### config.mk
export PLATFORM = sky130hd
export DESIGN_NAME = uart_io
export DESIGN_NICKNAME = d
export VERILOG_FILES = /design/src/rtl/uart_io_pkg.sv /design/src/rtl/uart_fifo.sv /design/src/rtl/uart_io.sv
export SDC_FILE = /design/constraint.sdc
export NUM_CORES = 1
export LEC_CHECK = 0
export CORE_ASPECT_RATIO = 0.8
export CORE_MARGIN = 2
export CORE_UTILIZATION = 46
export DETAILED_ROUTE_END_ITERATION = 6
export PLACE_DENSITY = 0.75
export SLEW_MARGIN = 30
export SYNTH_ARGS = -nofsm -noshare
export SYNTH_HDL_FRONTEND = slang
export SYNTH_HIERARCHICAL = 1
export SYNTH_SLANG_ARGS = --single-unit
### constraint.sdc
create_clock -name clk -period 3.7 [get_ports clk]
set_input_delay 0.555 -clock clk [delete_from_list [all_inputs] [get_ports clk]]
set_output_delay 0.555 -clock clk [all_outputs]
set_load 0.01 [all_outputs]
### src/rtl/uart_io_pkg.sv
// Shared definitions for uart_io: register offsets, STATUS bit positions and
// the 2-bit state encoding used by both the TX and RX state machines.
package uart_io_pkg;

    localparam logic [1:0] OFF_DATA   = 2'd0;
    localparam logic [1:0] OFF_STATUS = 2'd1;
    localparam logic [1:0] OFF_LEVEL  = 2'd2;
    localparam logic [1:0] OFF_CTRL   = 2'd3;

    localparam int ST_TX_FULL    = 0;
    localparam int ST_TX_EMPTY   = 1;
    localparam int ST_RX_AVAIL   = 2;
    localparam int ST_RX_OVERRUN = 3;
    localparam int ST_FRAME_ERR  = 4;
    localparam int ST_TX_DROP    = 5;

    typedef enum logic [1:0] {
        IDLE  = 2'd0,
        START = 2'd1,
        DATA  = 2'd2,
        STOP  = 2'd3
    } uart_state_t;

endpackage

### src/rtl/uart_fifo.sv
// Synchronous FIFO with a combinational head; DEPTH must be a power of 2 (>= 2).
// Push on full is ignored unless a pop happens in the same cycle.
module uart_fifo #(
    parameter int WIDTH = 8,
    parameter int DEPTH = 8
) (
    input  logic                     clk,
    input  logic                     rst,
    input  logic                     push,
    input  logic                     pop,
    input  logic [WIDTH-1:0]         din,
    output logic [WIDTH-1:0]         dout,
    output logic                     full,
    output logic                     empty,
    output logic [$clog2(DEPTH):0]   count
);

    localparam int AW = $clog2(DEPTH);

    logic [WIDTH-1:0] mem [DEPTH];
    logic [AW-1:0]    wptr;
    logic [AW-1:0]    rptr;
    logic             do_push;
    logic             do_pop;

    assign empty   = (count == '0);
    assign full    = (count == (AW+1)'(DEPTH));
    assign do_pop  = pop && !empty;
    assign do_push = push && (!full || do_pop);
    assign dout    = mem[rptr];

    always_ff @(posedge clk or posedge rst) begin
        if (rst) begin
            wptr  <= '0;
            rptr  <= '0;
            count <= '0;
        end else begin
            if (do_push) wptr <= wptr + 1'b1;
            if (do_pop)  rptr <= rptr + 1'b1;
            if (do_push && !do_pop)      count <= count + 1'b1;
            else if (do_pop && !do_push) count <= count - 1'b1;
        end
    end

    always_ff @(posedge clk) begin
        if (do_push) mem[wptr] <= din;
    end

endmodule

### src/rtl/uart_io.sv
// Memory-mapped 8N1 UART with TX/RX FIFOs. Optional CTRL register and
// interrupt output are built only when UART_IO_IRQ_EN is defined.
module uart_io
    import uart_io_pkg::*;
#(
    parameter logic [15:0] BASE     = 16'h1004,
    parameter int          CLK_DIV  = 104,
    parameter int          TX_DEPTH = 8,
    parameter int          RX_DEPTH = 4
) (
    input  logic        clk,
    input  logic        rst,
    input  logic [15:0] io_addr,
    input  logic [7:0]  io_wdata,
    input  logic        io_we,
    input  logic        io_re,
    output logic [7:0]  io_rdata,
    output logic        tx,
    input  logic        rx,
    output logic        irq
);

    localparam int CW = $clog2(CLK_DIV) + 1;
    localparam logic [CW-1:0] BIT_RELOAD  = CW'(CLK_DIV - 1);
    localparam logic [CW-1:0] HALF_RELOAD = CW'(CLK_DIV / 2 - 1);

    logic       sel, wr, rd;
    logic [1:0] off;
    logic [7:0] status, rd_val, ctrl_rd;

    logic                       tx_push, tx_pop, tx_ff_full, tx_ff_empty;
    logic [7:0]                 tx_dout;
    logic [$clog2(TX_DEPTH):0]  tx_count;
    logic                       rx_pop, rx_full, rx_empty;
    logic [7:0]                 rx_dout;
    logic [$clog2(RX_DEPTH):0]  rx_count;

    logic rx_overrun, frame_err, tx_drop;

    assign sel = (io_addr[15:2] == BASE[15:2]);
    assign off = io_addr[1:0];
    assign wr  = io_we && sel;
    assign rd  = io_re && sel;

    assign tx_push = wr && (off == OFF_DATA) && !tx_ff_full;
    assign rx_pop  = rd && (off == OFF_DATA) && !rx_empty;

    uart_fifo #(.WIDTH(8), .DEPTH(TX_DEPTH)) u_tx_fifo (
        .clk(clk), .rst(rst), .push(tx_push), .pop(tx_pop), .din(io_wdata),
        .dout(tx_dout), .full(tx_ff_full), .empty(tx_ff_empty), .count(tx_count)
    );

    // ---------------- TX state machine ----------------
    uart_state_t   tx_state;
    logic [CW-1:0] tx_cnt;
    logic [2:0]    tx_bit;
    logic [7:0]    tx_sh;
    logic          tx_idle_empty;

    // Stop bit end reloads straight into START so consecutive bytes have no gap.
    assign tx_pop = !tx_ff_empty && (tx_state == IDLE || (tx_state == STOP && tx_cnt == '0));
    assign tx_idle_empty = tx_ff_empty && (tx_state == IDLE);

    always_ff @(posedge clk or posedge rst) begin
        if (rst) begin
            tx_state <= IDLE;
            tx_cnt   <= '0;
            tx_bit   <= '0;
            tx       <= 1'b1;
        end else begin
            case (tx_state)
                IDLE: if (tx_pop) begin
                    tx_state <= START;
                    tx       <= 1'b0;
                    tx_cnt   <= BIT_RELOAD;
                end
                START: if (tx_cnt == '0) begin
                    tx_state <= DATA;
                    tx       <= tx_sh[0];
                    tx_cnt   <= BIT_RELOAD;
                    tx_bit   <= '0;
                end else tx_cnt <= tx_cnt - 1'b1;
                DATA: if (tx_cnt == '0) begin
                    tx_cnt <= BIT_RELOAD;
                    if (tx_bit == 3'd7) begin
                        tx_state <= STOP;
                        tx       <= 1'b1;
                    end else begin
                        tx     <= tx_sh[1];
                        tx_bit <= tx_bit + 1'b1;
                    end
                end else tx_cnt <= tx_cnt - 1'b1;
                STOP: if (tx_cnt == '0) begin
                    if (tx_pop) begin
                        tx_state <= START;
                        tx       <= 1'b0;
                        tx_cnt   <= BIT_RELOAD;
                    end else tx_state <= IDLE;
                end else tx_cnt <= tx_cnt - 1'b1;
            endcase
        end
    end

    always_ff @(posedge clk) begin
        if (tx_pop) tx_sh <= tx_dout;
        else if (tx_state == DATA && tx_cnt == '0) tx_sh <= tx_sh >> 1;
    end

    // ---------------- RX synchronizer and state machine ----------------
    logic          rx_m, rx_s, rx_q;
    uart_state_t   rx_state;
    logic [CW-1:0] rx_cnt;
    logic [2:0]    rx_bit;
    logic [7:0]    rx_sh;
    logic          rx_brk, rx_done, rx_ferr;

    always_ff @(posedge clk or posedge rst) begin
        if (rst) {rx_m, rx_s, rx_q} <= 3'b111;
        else     {rx_m, rx_s, rx_q} <= {rx, rx_m, rx_s};
    end

    // rx_brk blocks start detection after a framing error until the line idles high.
    always_ff @(posedge clk or posedge rst) begin
        if (rst) begin
            rx_state <= IDLE;
            rx_cnt   <= '0;
            rx_bit   <= '0;
            rx_brk   <= 1'b0;
            rx_done  <= 1'b0;
            rx_ferr  <= 1'b0;
        end else begin
            rx_done <= 1'b0;
            rx_ferr <= 1'b0;
            case (rx_state)
                IDLE: if (rx_brk) begin
                    if (rx_s) rx_brk <= 1'b0;
                end else if (rx_q && !rx_s) begin
                    rx_state <= START;
                    rx_cnt   <= HALF_RELOAD;
                end
                START: if (rx_cnt == '0) begin
                    rx_state <= rx_s ? IDLE : DATA;
                    rx_cnt   <= BIT_RELOAD;
                    rx_bit   <= '0;
                end else rx_cnt <= rx_cnt - 1'b1;
                DATA: if (rx_cnt == '0) begin
                    rx_cnt <= BIT_RELOAD;
                    if (rx_bit == 3'd7) rx_state <= STOP;
                    else                rx_bit   <= rx_bit + 1'b1;
                end else rx_cnt <= rx_cnt - 1'b1;
                STOP: if (rx_cnt == '0) begin
                    rx_state <= IDLE;
                    rx_done  <= rx_s;
                    rx_ferr  <= !rx_s;
                    rx_brk   <= !rx_s;
                end else rx_cnt <= rx_cnt - 1'b1;
            endcase
        end
    end

    always_ff @(posedge clk) begin
        if (rx_state == DATA && rx_cnt == '0) rx_sh <= {rx_s, rx_sh[7:1]};
    end

    uart_fifo #(.WIDTH(8), .DEPTH(RX_DEPTH)) u_rx_fifo (
        .clk(clk), .rst(rst), .push(rx_done), .pop(rx_pop), .din(rx_sh),
        .dout(rx_dout), .full(rx_full), .empty(rx_empty), .count(rx_count)
    );

    // ---------------- Sticky flags, read mux, CTRL/irq ----------------
    always_ff @(posedge clk or posedge rst) begin
        if (rst) begin
            rx_overrun <= 1'b0;
            frame_err  <= 1'b0;
            tx_drop    <= 1'b0;
        end else begin
            if (rd && off == OFF_STATUS) begin
                rx_overrun <= 1'b0;
                frame_err  <= 1'b0;
                tx_drop    <= 1'b0;
            end
            if (rx_done && rx_full && !rx_pop)             rx_overrun <= 1'b1;
            if (rx_ferr)                                   frame_err  <= 1'b1;
            if (wr && off == OFF_DATA && tx_ff_full)       tx_drop    <= 1'b1;
        end
    end

    assign status = {2'b00, tx_drop, frame_err, rx_overrun, !rx_empty, tx_idle_empty, tx_ff_full};

    always_comb begin
        rd_val = 8'h00;
        case (off)
            OFF_DATA:   rd_val = rx_empty ? 8'h00 : rx_dout;
            OFF_STATUS: rd_val = status;
            OFF_LEVEL:  rd_val = {4'(tx_count), 4'(rx_count)};
            OFF_CTRL:   rd_val = ctrl_rd;
        endcase
    end

    always_ff @(posedge clk or posedge rst) begin
        if (rst)     io_rdata <= 8'h00;
        else if (rd) io_rdata <= rd_val;
    end

`ifdef UART_IO_IRQ_EN
    logic [2:0] ctrl;

    assign ctrl_rd = {5'b00000, ctrl};

    always_ff @(posedge clk or posedge rst) begin
        if (rst) begin
            ctrl <= 3'b000;
            irq  <= 1'b0;
        end else begin
            if (wr && off == OFF_CTRL) ctrl <= io_wdata[2:0];
            irq <= (ctrl[0] && !rx_empty) || (ctrl[1] && tx_idle_empty) ||
                   (ctrl[2] && (rx_overrun || frame_err || tx_drop));
        end
    end
`else
    assign ctrl_rd = 8'h00;
    assign irq     = 1'b0;
`endif

endmodule

After elaboration in Yosys (flattened, before gate mapping)

Memory sizes are Yosys's and may differ from the RTL's.
Cells that the tools add are included.

Input port bits: 29
Memories: 2
Register bits after elaboration: 77
Output and inout port bits: 10
Logic and storage cells: 191
Memory bits (writable): 96

Muxes and demuxes: 62
Equal/unequal tests: 28
Reduce and logical (&&, ||, !) cells: 62
Add/sub/neg operators: 12

Memory list:

| name          | words | width | read ports | clocked after Yosys merged registers in | wr ports | line            | RTL |
|---|---|---|---|---|---|---|---|
| u_tx_fifo.mem | 8     | 8     | 1          | 0                                       | 1        | uart_fifo.sv:20 | `logic [WIDTH-1:0] mem [DEPTH];` |
| u_rx_fifo.mem | 4     | 8     | 1          | 0                                       | 1        | uart_fifo.sv:20 |  |

Operators by type and width:

| kind                                                                    | number |
|---|---|
| 8-bit two-way mux                                                       | 10 |
| 8-bit case mux with 3 select lines                                      | 2 |
| 8-bit case mux with 4 select lines                                      | 1 |
| 1-bit logical AND                                                       | 24 |
| 2-bit two-way mux                                                       | 12 |
| 3-bit two-way mux                                                       | 8 |
| 2-bit inequality test, second input constant                            | 11 |
| 1-bit two-way mux                                                       | 21 |
| 2-bit nonzero test                                                      | 9 |
| 8-bit zero test                                                         | 2 |
| 2-bit case mux with 4 select lines                                      | 2 |
| 8-bit by 1-bit subtractor with 8-bit output, second input constant      | 2 |
| 3-bit by 1-bit adder with 3-bit output, second input constant           | 5 |
| 14-bit by 11-bit == test with 1-bit output, second input constant       | 1 |
| 2-bit == test, second input constant                                    | 6 |
| 3-bit case mux with 2 select lines                                      | 2 |
| 1-bit zero test                                                         | 10 |
| 3-bit == test, second input constant                                    | 3 |
| 4-bit two-way mux                                                       | 2 |
| 4-bit AND reduction                                                     | 2 |
| 2-bit by 1-bit == test with 1-bit output, second input constant         | 3 |
| 2-bit zero test                                                         | 3 |
| 2-bit by 1-bit inequality test with 1-bit output, second input constant | 3 |
| 3-bit AND reduction                                                     | 2 |
| 14 further kinds                                                        | 18 |

Depth between registers and ports, before layout

Gate-level depths: netlist of run 1.

Depth after elaboration: 11
Mapped depth: 14
Gate-level depth less buffers: 12

Hierarchy

Netlist of run 1, hierarchy kept.

Modules (own cells, without submodules):

| module                | area each (µm²) | sequential area each (µm²) | times used | cells an instance |
|---|---|---|---|---|
| uart_io               | 3,258.1         | 1,586.5                    | 1          | 305 |
| uart_fifo (u_tx_fifo) | 3,067.9         | 2,172.1                    | 1          | 157 |
| uart_fifo (u_rx_fifo) | 1,595.3         | 1,136.1                    | 1          | 78 |

Least setup slack after synthesis of run 1

Ideal clock, no wire load.

Path kind: register to register
Start point: register tx_cnt[0]
End point: register u_tx_fifo.count[3]
Clock period less this slack: 3.463 ns
Buffers on the path: 2
Slack: 0.237 ns
Library setup time: 0.131 ns
Data required time: 3.569 ns
Cell stages (with the launch flop): 15
Arrival: 3.332 ns
Path through: dfrtp_1 > inv_1 > ha_1 > or4b_1 > buf_2 > o41ai_4 > buf_6 > o21ai_4 > inv_2 > ha_1 > inv_1 > ha_1 > or4_1 > nand3_1 > o211ai_1

Cells in the longest elaborated chain, start to end: 10
Elaborated cells between the ends (all ways): 13
Those cells by class: mux: 1; reduce/logical: 12

Ends and longest elaborated chain:

| item                                | line            | RTL |
|---|---|---|
| from (decl)                         | uart_io.sv:55   | `logic [CW-1:0] tx_cnt;` |
| from (signal assigned)              | uart_io.sv:82   | `end else tx_cnt <= tx_cnt - 1'b1;` |
| from (signal assigned)              | uart_io.sv:92   | `end else tx_cnt <= tx_cnt - 1'b1;` |
| from (signal assigned)              | uart_io.sv:99   | `end else tx_cnt <= tx_cnt - 1'b1;` |
| 8-bit zero test (*)                 | uart_io.sv:61   | `assign tx_pop = !tx_ff_empty && (tx_state == IDLE \|\| (tx_state == STOP && tx_cnt == '0));` |
| 1-bit logical AND (*)               | uart_io.sv:61   |  |
| 1-bit logical OR (*)                | uart_io.sv:61   |  |
| 1-bit logical AND (*)               | uart_io.sv:61   |  |
| via tx_pop                          | uart_io.sv:31   | `logic tx_push, tx_pop, tx_ff_full, tx_ff_empty;` |
| 1-bit logical AND (*)               | uart_fifo.sv:28 | `assign do_pop = pop && !empty;` |
| 1-bit logical OR (*)                | uart_fifo.sv:29 | `assign do_push = push && (!full \|\| do_pop);` |
| 1-bit logical AND (*)               | uart_fifo.sv:29 |  |
| via u_tx_fifo.do_push               | uart_fifo.sv:23 | `logic do_push;` |
| 1-bit zero test                     | uart_fifo.sv:41 | `else if (do_pop && !do_push) count <= count - 1'b1;` |
| 1-bit logical AND                   | uart_fifo.sv:41 |  |
| 2-bit nonzero test (no source line) | --              |  |
| to (signal assigned)                | uart_fifo.sv:40 | `if (do_push && !do_pop) count <= count + 1'b1;` |
| to (signal assigned)                | uart_fifo.sv:41 |  |
| to (decl)                           | uart_fifo.sv:15 | `output logic [$clog2(DEPTH):0] count` |

The timed path passes the listed nets; every way through them passes the cells marked *.
A chain may end at the register's enable or synchronous reset.

Worst setup path in the final report of run 1

Start point: register tx_cnt[0]
End point: register u_tx_fifo.count[3]

Cells in the longest elaborated chain, start to end: 10
Elaborated cells between the ends (all ways): 13
Those cells by class: mux: 1; reduce/logical: 12

Ends and longest elaborated chain:

| item                                | line |
|---|---|
| 8-bit zero test (*)                 | uart_io.sv:61 |
| 1-bit logical AND (*)               | uart_io.sv:61 |
| 1-bit logical OR (*)                | uart_io.sv:61 |
| 1-bit logical AND (*)               | uart_io.sv:61 |
| 1-bit logical AND (*)               | uart_fifo.sv:28 |
| 1-bit logical OR (*)                | uart_fifo.sv:29 |
| 1-bit logical AND (*)               | uart_fifo.sv:29 |
| via u_tx_fifo.do_push               | uart_fifo.sv:23 |
| 1-bit zero test                     | uart_fifo.sv:41 |
| 1-bit logical AND                   | uart_fifo.sv:41 |
| 2-bit nonzero test (no source line) | -- |

Marks and branches as above.

==> run summary, run 1 <==
Residual DRC: 0
WHS Endpoint: rx_s$_DFF_PP1_
latest clock arrival within the worst-skew pair: 430 ps
Die Y: 121 µm
Synth area leader: edfxtp_1
Final min period: 3540 ps
die area: 0.0183 mm²
IO Count: 39
R2R setup slack: 160 ps
setup TNS: 0 ps
sequential-to-total area share from yosys stat: 61.8%
hold_sp: rx_m$_DFF_PP1_
Max stage delay on crit path: 500 ps
top cell type's share of synthesized area: 42.5%
drt total wl: 15500 µm
cell with the most instances after synthesis: edfxtp_1
CTS tree: done
Setup Buffers After CTS: 0
Initial Util: 47.4%
synthesized flop and latch total: 173
status: complete, no violations
cell total after placement: 797
Max IR drop VDD: 0.329 mV
Final Skew: 7.89 ps
core area: 0.0167 mm²
Min Hold Slack: 360 ps
PwrDens: 500 mW/mm²
TritonCTS Buffers: 17
synth top area cells: edfxtp_1, dfrtp_1, mux4_2
CTS root buf: clkbuf_16
Vias: 4801
vias in the first global route: 4932
Slowest cell on crit path: or4b_4
Worst R2R End: u_tx_fifo/count[3]$_DFFE_PP0P_
I/O Buffers: 37
first-pass GRT wire length: 25100 µm
largest net degree at the start of global routing: 26
DRT iter0 DRCs: 303
Detail Placement HPWL: 10500 µm
ys async rst share: 35.3%
Final nets: 653
final cell count without fillers: 829
Hold Vio Cnt, Final: 0
CTS clk-pin slew, worst paths: 70 ps
fillers: 1293
layout cells sized above 1: 20.7%
mean area per synthesized cell: 14.7 µm²
gpl congestion: 0.855
H-tree depth: 4
ys flop type: edfxtp_1
Critical Path AT: 3830 ps
leak pwr: 3.42 nW
worst slew pin tran: 851 ps
fin. max-slew vios: 0
Yosys cell types: 69
hold depth: 0
worst reg2reg path depth: 13
Avg WL per Cell: 18.8 µm
Max-cap violations: 0
Final period util: 95.6%
Syn Inst Count: 540
WP data required: 4000 ps
Final setup viols: 0
ANT nets after route: 0
HP Class: reg2reg
vias per cell: 5.79
crit-path cells: inv_1, ha_1, or4b_4, o41ai_4, buf_4, o21ai_4, inv_2, ha_2, inv_1, ha_1, or4_1, nand3_1, o211ai_1
placed cell area: 0.00862 mm²
P&R area growth vs syn: 16.2%
synth cell count leaders: edfxtp_1, dfrtp_1, ha_1
total power draw: 4.60 mW
Yosys Warn Count: 6
initial antenna violation count: 0
Max Freq: 0.283 GHz
RSZ-0062 raised after global routing: false
Remaining Overflow, GRT: 0
syn_nets: 597
post-cts gate resize count: 0
Final Instance Area: 0.00920 mm²
Crit Reg-Reg Startpoint: tx_cnt[0]$_DFF_PP0_
GRT Total Usage: 18.1%
DR pass1 iterations: 5
CP Capture Type: flop
n_diodes: 0
Hold Buf Count CTS: 0
relative slew slack: 43.3%
crit-path max FO: 7
Post-synth EDFFs: 112
CTS Sinks: 173
Post-Syn Area: 0.00792 mm²
clock buffer depth: 2
Die X: 151 µm
Row Count: 42
worst setup path class: reg2reg
Critical Path Start Type: flop
-- state kept, by name (all words and copies together), names as in the netlist, 4 cells and up, named ones only --
name and count:
tx_cnt 8, tx_sh 8, u_tx_fifo/mem 64, rx_sh 8
rx_cnt 8, u_tx_fifo/count 4, u_rx_fifo/mem 32, io_rdata 8
-- layer usage --
metal	wire length, µm	vias up	track usage (%)	share of wire (%)
li1	-	2206	-	-
met1	6900	2430	24.2	44
met2	7700	152	29.3	50
met3	819	13	4.66	5.3
met4	130	0	5.37	0.84
met5	0	-	0	0
-- critical path, delay by kind of cell, from the launching register on --
| family | cells | cell delay [ps] |
|---|---|---|
| adder cells (fa/ha/maj) | 3 | 810 |
| AO/OA/AOI/OAI | 3 | 520 |
| AND/OR/NAND/NOR | 3 | 1110 |
| flip-flops | 1 | 430 |
| buffers and inverters | 4 | 510 |
-- per-stage QoR --
stage          util, %  setup WS [ps]
6_report          55.1            164
5_1_grt           55.1           21.7
4_1_cts           55.0            140
3_5_place_dp      51.6          -89.0
3_3_place_gp      51.6           47.8
2_1_floorplan        -            237
-- where the power goes --
group	switching (mW)	internal, mW
clock network	0.768	0.957
logic	0.357	0.289
registers	0.0937	2.14
-- worst max path at each step --
stage                              startpoint                        endpoint  slack, ps  depth (start not counted)
after global placement            io_addr[10]  u_tx_fifo/count[3]$_DFFE_PP0P_         50                         13
final                     tx_cnt[0]$_DFF_PP0_  u_tx_fifo/count[3]$_DFFE_PP0P_        160                         13
after CTS                 tx_cnt[0]$_DFF_PP0_  u_tx_fifo/count[3]$_DFFE_PP0P_        140                         13
after floorplan           tx_cnt[0]$_DFF_PP0_  u_tx_fifo/count[3]$_DFFE_PP0P_        240                         14
after global routing      tx_cnt[0]$_DFF_PP0_  u_tx_fifo/count[3]$_DFFE_PP0P_         20                         13
after detailed placement          io_addr[10]  u_tx_fifo/count[3]$_DFFE_PP0P_        -90                         13
-- cells in the final DEF (no fill, tap or decap), drive strengths merged, types with 4 or more instances in the layout --
cell / synthesis / final
o22a: 9 / 9
clkinv: 0 / 6
nor4: 8 / 8
a21oi: 16 / 16
nand2: 19 / 19
xnor2: 10 / 10
nand2b: 6 / 6
nand3: 8 / 8
mux4: 24 / 24
clkdlybuf4s50: 0 / 37
ha: 26 / 26
dfrtp: 57 / 57
o21ai: 21 / 21
edfxtp: 112 / 112
a31oi: 6 / 6
inv: 26 / 31
nor3b: 4 / 4
buf: 8 / 21
a22oi: 9 / 9
nor2: 22 / 22
dfstp: 4 / 4
mux2: 27 / 27
a22o: 9 / 9
clkbuf: 13 / 18
a21o: 7 / 7
nor3: 18 / 18
or3: 6 / 6
o2bb2ai: 5 / 5
nor4b: 4 / 4
and2: 6 / 6
-- kinds of logic (layout without fill, tap and decap cells) --
| group | count (synthesis) | in the layout | share of synthesized area [%] |
|---|---|---|---|
| other cells | 1 | 1 | 0.0473 |
| flops | 173 | 173 | 61.8 |
| xor+xnor | 13 | 13 | 1.44 |
| fa+ha+maj | 28 | 28 | 4.61 |
| mux | 53 | 53 | 11.0 |
| simple gates | 120 | 120 | 8.64 |
| compound gates | 105 | 105 | 9.94 |
| buf+inv | 47 | 116 | 2.53 |
-- area by class of cell --
class                           instances  area (µm²)  area share (%)
Sequential cell                       173        4900            53.2
Multi-Input combinational cell        320        2830            30.8
Timing Repair Buffer                   58         528            5.74
Clock buffer                           18         439            4.77
Tap cell                              220         275            2.99
Clock inverter                         14         133            1.44
Inverter                               26        97.6            1.06
Note: power is estimated with default switching activity, not from simulation.
==> run 2: changes to the inputs <==
Settings changed: CTS_BUF_LIST from default to sky130_fd_sc_hd__clkbuf_8, REMOVE_ABC_BUFFERS from default to 1.
==> run 2 against run 1 <==
Flip-flop and latch count unchanged. Power decreased by 11%. Combinational power decreased by 3.6%. Largest power group unchanged. Final cell count fell by 0.24%. Wire length is 4.7% lower. First-iteration DRC count rose by 16%. Fmax is 1.7% higher. Clock-buffer cell count down 1. Sequential share of layout area rose by 1.2 points. Clock power fell by 27%. Sequential power about the same.
==> run summary, run 2 (synthesis gave the netlist of run 1 again) <==
post-cts gate resize count: 0 (unchanged)
Hold Buf Count CTS: 0 (unchanged)
WP data required: 4050 ps (was 4000 ps)
total power draw: 4.11 mW (was 4.60 mW)
CTS Sinks: 173 (unchanged)
TritonCTS Buffers: 17 (unchanged)
IO Count: 39 (unchanged)
fin. max-slew vios: 0 (unchanged)
Setup Buffers After CTS: 0 (unchanged)
initial antenna violation count: 0 (unchanged)
part of the power in registers: 54.1% (was 48.5%)
most used cell, CP: ha_1
DP Worst Slack: -72.1 ps (was -89.0 ps)
Clk pwr share: 30.7% (was 37.5%)
Remaining Overflow, GRT: 0 (unchanged)
Die X: 151 µm (unchanged)
Critical Path AT: 3830 ps (about the same)
leading cell type in the layout, fill and taps excluded: edfxtp_1 (unchanged)
leading cell types in the layout, fill and taps excluded: edfxtp_1, dfrtp_1, clkdlybuf4s50_1 (unchanged)
crit-path max FO: 7 (unchanged)
Slowest cell on crit path: or4b_1 (was or4b_4)
Final setup viols: 0 (unchanged)
relative slew slack: 43.8% (was 43.3%)
GRT Total Usage: 17.3% (was 18.1%)
HP Class: reg2reg (unchanged)
DR pass1 iterations: 6 (was 5)
final cell count without fillers: 827 (was 829)
CTS tree: done (unchanged)
Avg WL per Cell: 17.9 µm (was 18.8 µm)
Final Skew: 16.2 ps (was 7.89 ps)
Final Util: 53.8% (was 55.1%)
CP Capture Type: flop (unchanged)
setup TNS: 0 ps (unchanged)
cell total after placement: 796 (was 797)
ANT nets after route: 0 (unchanged)
Residual DRC: 0 (unchanged)
Final Instance Area: 0.00899 mm² (was 0.00920 mm²)
combinational share of power: 15.1% (was 14.0%)
Initial Util: 47.4% (unchanged)
Min Hold Slack: 362 ps (was 360 ps)
worst setup path class: reg2reg (unchanged)
vias in the first global route: 4764 (was 4932)
max reg flops: 64 (unchanged)
Max Freq: 0.288 GHz (was 0.283 GHz)
largest net degree at the start of global routing: 35 (was 26)
final worst slack: 223 ps (was 164 ps)
leak pwr: 3.33 nW (was 3.42 nW)
drt total wl: 14800 µm (was 15500 µm)
Critical Path Start Type: flop (unchanged)
first-pass GRT wire length: 24300 µm (was 25100 µm)
Detail Placement HPWL: 10300 µm (was 10500 µm)
Int Pwr: 2.91 mW (was 3.38 mW)
met1 usage: 23.7% (was 24.2%)
die area: 0.0183 mm² (unchanged)
layout cells sized above 1: 20.1% (was 20.7%)
sw frac: 29.2% (was 26.5%)
crit-path cells: inv_1, ha_1, or4b_1, o41ai_4, buf_4, o21ai_4, inv_2, ha_1, inv_1, ha_1, or4_1, nand3_1, o211ai_1 (was inv_1, ha_1, or4b_4, o41ai_4, buf_4, o21ai_4, inv_2, ha_2, inv_1, ha_1, or4_1, nand3_1, o211ai_1)
latest clock arrival within the worst-skew pair: 470 ps (was 430 ps)
n_diodes: 0 (unchanged)
status: complete, no violations (unchanged)
RSZ-0062 raised after global routing: false (unchanged)
Die Y: 121 µm (unchanged)
placed cell area: 0.00861 mm² (was 0.00862 mm²)
Biggest register: u_tx_fifo/mem (unchanged)
clock buffer depth: 2 (unchanged)
CTS clk-pin slew, worst paths: 100 ps (was 70 ps)
Vias: 4721 (was 4801)
GR Util met3: 3.16% (was 4.66%)
Max stage delay on crit path: 520 ps (was 500 ps)
vias per cell: 5.71 (was 5.79)
worst slew pin tran: 832 ps (was 851 ps)
P&R area growth vs syn: 13.5% (was 16.2%)
H-tree depth: 4 (unchanged)
Hold Vio Cnt, Final: 0 (unchanged)
Max-cap violations: 0 (unchanged)
gpl congestion: 0.862 (was 0.855)
biggest regs: u_tx_fifo/mem: 64 flops, u_rx_fifo/mem: 32 flops (unchanged)
PwrDens: 458 mW/mm² (was 500 mW/mm²)
Final nets: 652 (was 653)
core area: 0.0167 mm² (unchanged)
Final min period: 3480 ps (was 3540 ps)
Final period util: 94.0% (was 95.6%)
DRT iter0 DRCs: 351 (was 303)
Row Count: 42 (unchanged)
Max IR drop VDD: 0.316 mV (was 0.329 mV)
switching power: 1.20 mW (was 1.22 mW)
CTS root buf: clkbuf_8 (was clkbuf_16)
gr busiest metal: met2 (unchanged)
GR Layer Usage met2: 27.6% (was 29.3%)
I/O Buffers: 37 (unchanged)
[run 2: cell count changes in the layout (fill, tap and decap cells not counted), sizes merged]
cell / previous run / this run
clkinvlp: 2 / 0
clkbuf: 18 / 17
inv: 31 / 34
bufinv: 1 / 0
buf: 21 / 20
[run 2: final cells by class]
cell class	count	area (µm²)
tap	220	275
fill	1319	7720
clock inverter	14	144
inverter	26	97.6
sequential	173	4900
clock buffer	17	234
timing repair buffer	57	520
multi-input combinational	320	2830
[run 2: power by group through the flow]
stage	sequential [mW]	combinational, mW	clock, mW
2_1_floorplan	2.24	0.463	0
3_3_place_gp	2.26	0.589	0
3_5_place_dp	2.27	0.621	0
4_1_cts	2.23	0.624	1.29
5_1_grt	2.24	0.708	1.37
6_report	2.23	0.623	1.26
[run 2: layer usage]
metal / vias up / wire length [µm]
met1: 2422 / 6790
met4: 0 / 273
li1: 2194 / -
met2: 84 / 7320
met5: - / 0
met3: 21 / 428
[run 2: worst max-delay path: cells and delay by family (launching register included)]
kind / cells / cell delay, ps
AOI/OAI and AO/OA: 3 / 510
buffers and inverters: 4 / 500
DFF: 1 / 420
and+or+nand+nor: 3 / 1120
adders and majority gates: 3 / 830
[run 2: worst paths after layout]
path / startpoint / cells after the start / slack (ps) / endpoint
max in group asynchronous: rst / 3 / 2450 / tx$_DFFE_PP1P_
hold / removal: rx_m$_DFF_PP1_ / 0 / 360 / rx_s$_DFF_PP1_
min in group asynchronous: rst / 2 / 470 / u_rx_fifo/wptr[1]$_DFFE_PP0P_
setup / recovery: tx_cnt[0]$_DFF_PP0_ / 13 / 220 / u_tx_fifo/count[3]$_DFFE_PP0P_
setup reg to reg: tx_cnt[0]$_DFF_PP0_ / 13 / 220 / u_tx_fifo/count[3]$_DFFE_PP0P_
hold reg to reg: rx_m$_DFF_PP1_ / 0 / 360 / rx_s$_DFF_PP1_
==> run 3: changes to the inputs <==
Settings changed: PLACE_DENSITY 0.75 to 0.66.
==> run 3 against run 2 <==
Highest routed layer unchanged. Flip-flop and latch count did not move. Clock-buffer cell count did not move. The flow now finishes with violations (design-rule violations). Worst setup slack got worse by 0.81 ps. Sequential power barely moved. Non-clock buffer count did not move. Largest cell class unchanged. Die area did not move. Clock power rose by 9%. Via count fell by 0.83%.
==> run summary, run 3 (synthesis gave the netlist of run 1 again) <==
relative slew slack: 44.6% (was 43.8%)
latest clock arrival within the worst-skew pair: 470 ps (about the same)
Detail Placement HPWL: 10400 µm (was 10300 µm)
I/O Buffers: 37 (unchanged)
Die X: 151 µm (unchanged)
Max IR drop VDD: 0.495 mV (was 0.316 mV)
CTS tree: done (unchanged)
CTS Sinks: 173 (unchanged)
Remaining Overflow, GRT: 0 (unchanged)
vias in the first global route: 4762 (was 4764)
Slowest cell on crit path: or4b_1 (unchanged)
CP Capture Type: flop (unchanged)
first-pass GRT wire length: 24600 µm (was 24300 µm)
core area: 0.0167 mm² (unchanged)
worst slew pin tran: 820 ps (was 832 ps)
drt total wl: 14900 µm (was 14800 µm)
largest net degree at the start of global routing: 24 (was 35)
initial antenna violation count: 0 (unchanged)
max reg flops: 64 (unchanged)
Critical Path AT: 3820 ps (was 3830 ps)
leak pwr: 3.35 nW (was 3.33 nW)
hold_sp: rx_m$_DFF_PP1_ (unchanged)
Worst R2R End: u_tx_fifo/count[3]$_DFFE_PP0P_ (unchanged)
Initial Util: 47.4% (unchanged)
HP Class: reg2reg (unchanged)
Die Y: 121 µm (unchanged)
R2R setup slack: 220 ps (about the same)
TritonCTS Buffers: 17 (unchanged)
crit-path max FO: 9 (was 7)
hold depth: 0 (unchanged)
CTS clk-pin slew, worst paths: 110 ps (was 100 ps)
Max stage delay on crit path: 520 ps (about the same)
Avg WL per Cell: 18.1 µm (was 17.9 µm)
Biggest register: u_tx_fifo/mem (unchanged)
clock buffer depth: 2 (unchanged)
GR Layer Usage met2: 28.9% (was 27.6%)
Max Freq: 0.288 GHz (about the same)
Vias: 4682 (was 4721)
Residual DRC: 2 (was 0)
GRT Total Usage: 17.9% (was 17.3%)
Final setup viols: 0 (unchanged)
worst reg2reg path depth: 13 (unchanged)
biggest regs: u_tx_fifo/mem: 64 flops, u_rx_fifo/mem: 32 flops (unchanged)
vias per cell: 5.65 (was 5.71)
PwrDens: 467 mW/mm² (was 458 mW/mm²)
leading cell type in the layout, fill and taps excluded: edfxtp_1 (unchanged)
ANT nets after route: 0 (unchanged)
Hold Vio Cnt, Final: 0 (unchanged)
Final min period: 3480 ps (about the same)
H-tree depth: 4 (unchanged)
n_diodes: 0 (unchanged)
fin. max-slew vios: 0 (unchanged)
layout cells sized above 1: 20.2% (was 20.1%)
gr busiest metal: met2 (unchanged)
gpl congestion: 0.821 (was 0.862)
status: finished with violations (was complete, no violations)
leading cell types in the layout, fill and taps excluded: edfxtp_1, dfrtp_1, clkdlybuf4s50_1 (unchanged)
met1 usage: 24.2% (was 23.7%)
Final Skew: 19.0 ps (was 16.2 ps)
WHS Endpoint: rx_s$_DFF_PP1_ (unchanged)
die area: 0.0183 mm² (unchanged)
Final nets: 652 (unchanged)
GR Util met3: 4.32% (was 3.16%)
Max-cap violations: 0 (unchanged)
Crit Reg-Reg Startpoint: tx_cnt[0]$_DFF_PP0_ (unchanged)
RSZ-0062 raised after global routing: false (unchanged)
P&R area growth vs syn: 14.5% (was 13.5%)
CTS root buf: clkbuf_8 (unchanged)
Final Instance Area: 0.00907 mm² (was 0.00899 mm²)
Critical Path Start Type: flop (unchanged)
placed cell area: 0.00861 mm² (unchanged)
Row Count: 42 (unchanged)
worst setup path class: reg2reg (unchanged)
failing checks: design-rule violations
crit-path cells: inv_1, ha_1, or4b_1, o41ai_4, buf_6, o21ai_4, inv_2, ha_2, inv_1, ha_1, or4_1, nand3_1, o211ai_1 (was inv_1, ha_1, or4b_1, o41ai_4, buf_4, o21ai_4, inv_2, ha_1, inv_1, ha_1, or4_1, nand3_1, o211ai_1)
DRT iter0 DRCs: 264 (was 351)
WP data required: 4040 ps (was 4050 ps)
DR pass1 iterations: 6 (unchanged)
IO Count: 39 (unchanged)
Min Hold Slack: 356 ps (was 362 ps)
Final period util: 94.0% (about the same)
run 3: cell types whose count changed in the layout (fill, tap and decap cells not counted):
cell	delta
clkinv_8	+7
inv_12	+2
buf_4	-1
buf_6	+1
clkinv_2	-1
inv_8	-3
clkinv_4	-1
ha_2	+1
dfrtp_2	-1
ha_1	-1
dfrtp_1	+1
inv_6	-3
run 3: cell type report:
type                            instances  area (µm²)
Sequential cell                       173        4890
Tap cell                              220         275
Inverter                               26        97.6
Clock buffer                           17         234
Timing Repair Buffer                   57         524
Clock inverter                         15         216
Multi-Input combinational cell        320        2830
Fill cell                            1354        7640
run 3: metal layers:
metal / part of all wire [%] / up-vias
met1: 45 / 2375
met5: 0 / -
met4: 0.86 / 0
li1: - / 2204
met2: 51 / 89
met3: 3.9 / 14
run 3: power breakdown:
part | total (mW) | internal (mW) | switching, mW
Combinational | 0.640 | 0.290 | 0.350
Clock | 1.37 | 0.539 | 0.827
Sequential | 2.23 | 2.13 | 0.0957
Total | 4.24 | 2.96 | 1.27
run 3: how the worst max path moves through the flow:
stage	slack [ps]	start	depth (start not counted)	to
3_3_place_gp	30	io_addr[10]	13	u_tx_fifo/count[3]$_DFFE_PP0P_
6_report	220	tx_cnt[0]$_DFF_PP0_	13	u_tx_fifo/count[3]$_DFFE_PP0P_
4_1_cts	160	tx_cnt[0]$_DFF_PP0_	13	u_tx_fifo/count[3]$_DFFE_PP0P_
2_1_floorplan	-160	tx_cnt[0]$_DFF_PP0_	11	u_tx_fifo/count[3]$_DFFE_PP0P_
5_1_grt	40	tx_cnt[0]$_DFF_PP0_	13	u_tx_fifo/count[3]$_DFFE_PP0P_
3_5_place_dp	-120	io_addr[10]	13	u_tx_fifo/count[3]$_DFFE_PP0P_
run 3: repair_timing:
item                       CTS  global route
hold buffers                 0             0
buffers inserted             0             0
setup endpoints to repair    0             1
resized for setup            0             2
run 3: worst max-delay path: cells and delay by family, from the launching register on:
family,cells,cell delay [ps]
AO/OA/AOI/OAI,3,550
flip-flops,1,420
adder cells (fa/ha/maj),3,800
buffers and inverters,4,510
AND/OR/NAND/NOR,3,1100
run 3: stage by stage:
stage | TNS (ps) | power [mW] | setup WS (ps) | cells | util, %
finish | 0 | 4.24 | 222 | 828 | 54.3
global route | 0 | 4.44 | 38.6 | 828 | 54.3
CTS | 0 | 4.27 | 159 | 828 | 54.2
detailed placement | -118 | 2.90 | -118 | 796 | 51.5
global placement | 0 | 2.87 | 32.9 | 796 | 51.5
floorplan | -164 | 2.70 | -164 | 519 | -
==> patch, RTL diff (flow settings as in run 1) <==
Put one more register stage on the output `io_rdata`. The value now appears one clock later. The other outputs are not delayed to match.
--- a/src/rtl/uart_io.sv
+++ b/src/rtl/uart_io.sv
@@ -24,4 +24,6 @@
     localparam logic [CW-1:0] BIT_RELOAD  = CW'(CLK_DIV - 1);
     localparam logic [CW-1:0] HALF_RELOAD = CW'(CLK_DIV / 2 - 1);
+
+    logic [7:0] io_rdata_s0;
 
     logic       sel, wr, rd;
@@ -199,6 +201,6 @@
 
     always_ff @(posedge clk or posedge rst) begin
-        if (rst)     io_rdata <= 8'h00;
-        else if (rd) io_rdata <= rd_val;
+        if (rst)     io_rdata_s0 <= 8'h00;
+        else if (rd) io_rdata_s0 <= rd_val;
     end
 
@@ -223,4 +225,8 @@
 `endif
 
+    always_ff @(posedge clk) begin
+        io_rdata <= io_rdata_s0;
+    end
+
 endmodule
 
Function: changed (a bounded check fails within 4 cycles, from zero or initial values and one cycle with rst high).
==> patch against run 1 <==
Sequential share of layout area is 0.90 points higher. Clock power is 4% higher. Routed wire length is 3.1% lower. Power is 3.2% higher. Synthesized cell count is 0.74% higher. Worst setup slack better by 170 ps. Area after synthesis is 1.8% higher. Critical path type is now input pin to register. Sequential cell count is 8 higher. Cell area is 1.5% higher.
==> patch: results (changes against run 1) <==
Post-synth top flop -> edfxtp_1 (unchanged)
Clock slew at reported path FFs -> 70 ps (about the same)
Async S/R FF share, synth -> 33.7% (was 35.3%)
RR Startpoint -> u_tx_fifo/count[0] (was tx_cnt[0])
Root Buffer -> clkbuf_16 (unchanged)
Syn_nets -> 601 (was 597)
Status -> complete, no violations (unchanged)
Total CTS buffers -> 17 (unchanged)
Post-synth EDFFs -> 112 (unchanged)
Largest regs -> u_tx_fifo/mem: 64 flops, u_rx_fifo/mem: 32 flops (unchanged)
Psw -> 1.27 mW (was 1.22 mW)
Post-CTS Setup Bufs -> 0 (unchanged)
DP HPWL -> 10,100 µm (was 10,500 µm)
R2r setup slk -> 400 ps (was 160 ps)
HP Start -> rx_m (unchanged)
Clock Latency Late Sink -> 430 ps (about the same)
Pre-Repair DR Iteration Count -> 5 (unchanged)
Sequential fraction of the synthesis area -> 62.7% (was 61.8%)
Core area -> 17,300 µm² (was 16,700 µm²)
Share of post-route cells with drive strength above 1 -> 19.5% (was 20.7%)
Critical-path top delay cell -> or4_1 (was or4b_4)
Number of diodes -> 0 (unchanged)
Crit Path Max Fanout -> 7 (unchanged)
Port Buffers -> 37 (unchanged)
Worst slew pin tran -> 782 ps (was 851 ps)
Synth warn -> 6 (unchanged)
Worst Hold End -> rx_s (unchanged)
Worst Hold Path Cells -> 0 (unchanged)
Reg2Reg Depth -> 12 (was 13)
Reg2Reg Capture Point -> u_tx_fifo/count[3] (unchanged)
Nets -> 654 (was 653)
Critical Path Max Stage Delay -> 510 ps
Clk_skew -> 8.27 ps (was 7.89 ps)
Largest net degree at the start of global routing -> 24 (was 26)
Detailed Route WL -> 15,100 µm (was 15,500 µm)
Global-route wire length before repair -> 24,300 µm (was 25,100 µm)
LEAKAGE -> 3.48 nW (was 3.42 nW)
CTS Sinks -> 181 (was 173)
Post-CTS resize count -> 0 (unchanged)
Top delay family on crit path -> simple AND/OR/NAND/NOR gates (unchanged)
Die Wd -> 152 µm (was 151 µm)
Vias per cell -> 5.64 (was 5.79)
Initial antenna violation count -> 0 (unchanged)
# DRC -> 0 (unchanged)
Peak VDD IR -> 0.338 mV (was 0.329 mV)
Vias in the first global route -> 4,753 (was 4,932)
Worst hold path type -> register to register (unchanged)
Post-synth top cells -> edfxtp_1 (112), dfrtp_1 (57), ha_1 (26), nor2_1 (25), mux4_2 (24) (was edfxtp_1 (112), dfrtp_1 (57), ha_1 (26), inv_1 (24), mux4_2 (24))
GRT Overall Usage -> 16.9% (was 18.1%)
Area after DPL -> 8730 µm² (was 8620 µm²)
Maximum clock insertion buffer count -> 2 (unchanged)
Routability congestion estimate -> 0.866 (was 0.855)
Synth unique cells -> 75 (was 69)
Top post-synthesis cells by area -> edfxtp_1 (42%), dfrtp_1 (18%), mux4_2 (6.7%) (was edfxtp_1 (42%), dfrtp_1 (18%), mux4_2 (6.8%))
Starting DRT DRC Count -> 492 (was 303)
Htree depth -> 4 (unchanged)
Routed Antenna Nets -> 0 (unchanged)
patch: changes by cell type after synthesis, moves of 4 or more:
cell            run 1  this run
a21oi_1            16        12
a22o_1              9         4
dfxtp_1             0         8
o21ai_0            19        15
o22a_1              9         3
or3_1               6         1
patch: cell type report:
class	instances	area, µm²
Tap cell	225	282
Inverter	25	93.8
Sequential cell	181	5050
Multi-Input combinational cell	319	2810
Timing Repair Buffer	53	490
Clock buffer	17	425
Clock inverter	15	183
Fill cell	1324	7930
patch: power groups by stage:
stage / registers (mW) / logic, mW / clock network [mW]
after floorplan: 2.34 / 0.467 / 0
after global placement: 2.35 / 0.578 / 0
after detailed placement: 2.36 / 0.618 / 0
after CTS: 2.32 / 0.620 / 1.85
after global routing: 2.33 / 0.691 / 1.92
final: 2.32 / 0.623 / 1.80
patch: cells by family after synthesis:
group                    Yosys count  share of synthesized area (%)
buffers and inverters             44                           2.42
XOR/XNOR                          14                           1.52
adder cells (fa/ha/maj)           28                           4.53
multiplexers                      52                           10.7
AND/OR/NAND/NOR                  126                           8.97
other                              1                         0.0465
flip-flops                       181                           62.7
AO/OA/AOI/OAI                     98                           9.16
patch: metal layers:
| metal | part of all wire, % | track usage [%] |
|---|---|---|
| met3 | 3.4 | 3.81 |
| met5 | 0 | 0 |
| met1 | 45 | 22.3 |
| met2 | 50 | 27.6 |
| met4 | 1.6 | 6.60 |
patch: stage by stage:
stage	hold WS [ps]	power, mW	setup slack, ps	instances
2_1_floorplan	342	2.80	422	544
3_3_place_gp	347	2.93	172	803
3_5_place_dp	347	2.98	12.7	803
4_1_cts	358	4.78	446	835
5_1_grt	362	4.94	261	835
6_report	357	4.75	339	835
patch: worst max-delay path by stage:
stage / startpoint / end / slack, ps / cells past startpoint
6_report: io_addr[3] / u_tx_fifo/count[3] / 340 / 13
5_1_grt: io_addr[3] / u_tx_fifo/count[3] / 260 / 13
4_1_cts: io_addr[3] / u_tx_fifo/count[3] / 450 / 13
3_5_place_dp: io_addr[3] / u_tx_fifo/count[3] / 10 / 13
3_3_place_gp: io_addr[10] / u_tx_fifo/count[3] / 170 / 13
2_1_floorplan: u_tx_fifo/count[0] / u_tx_fifo/count[3] / 420 / 13
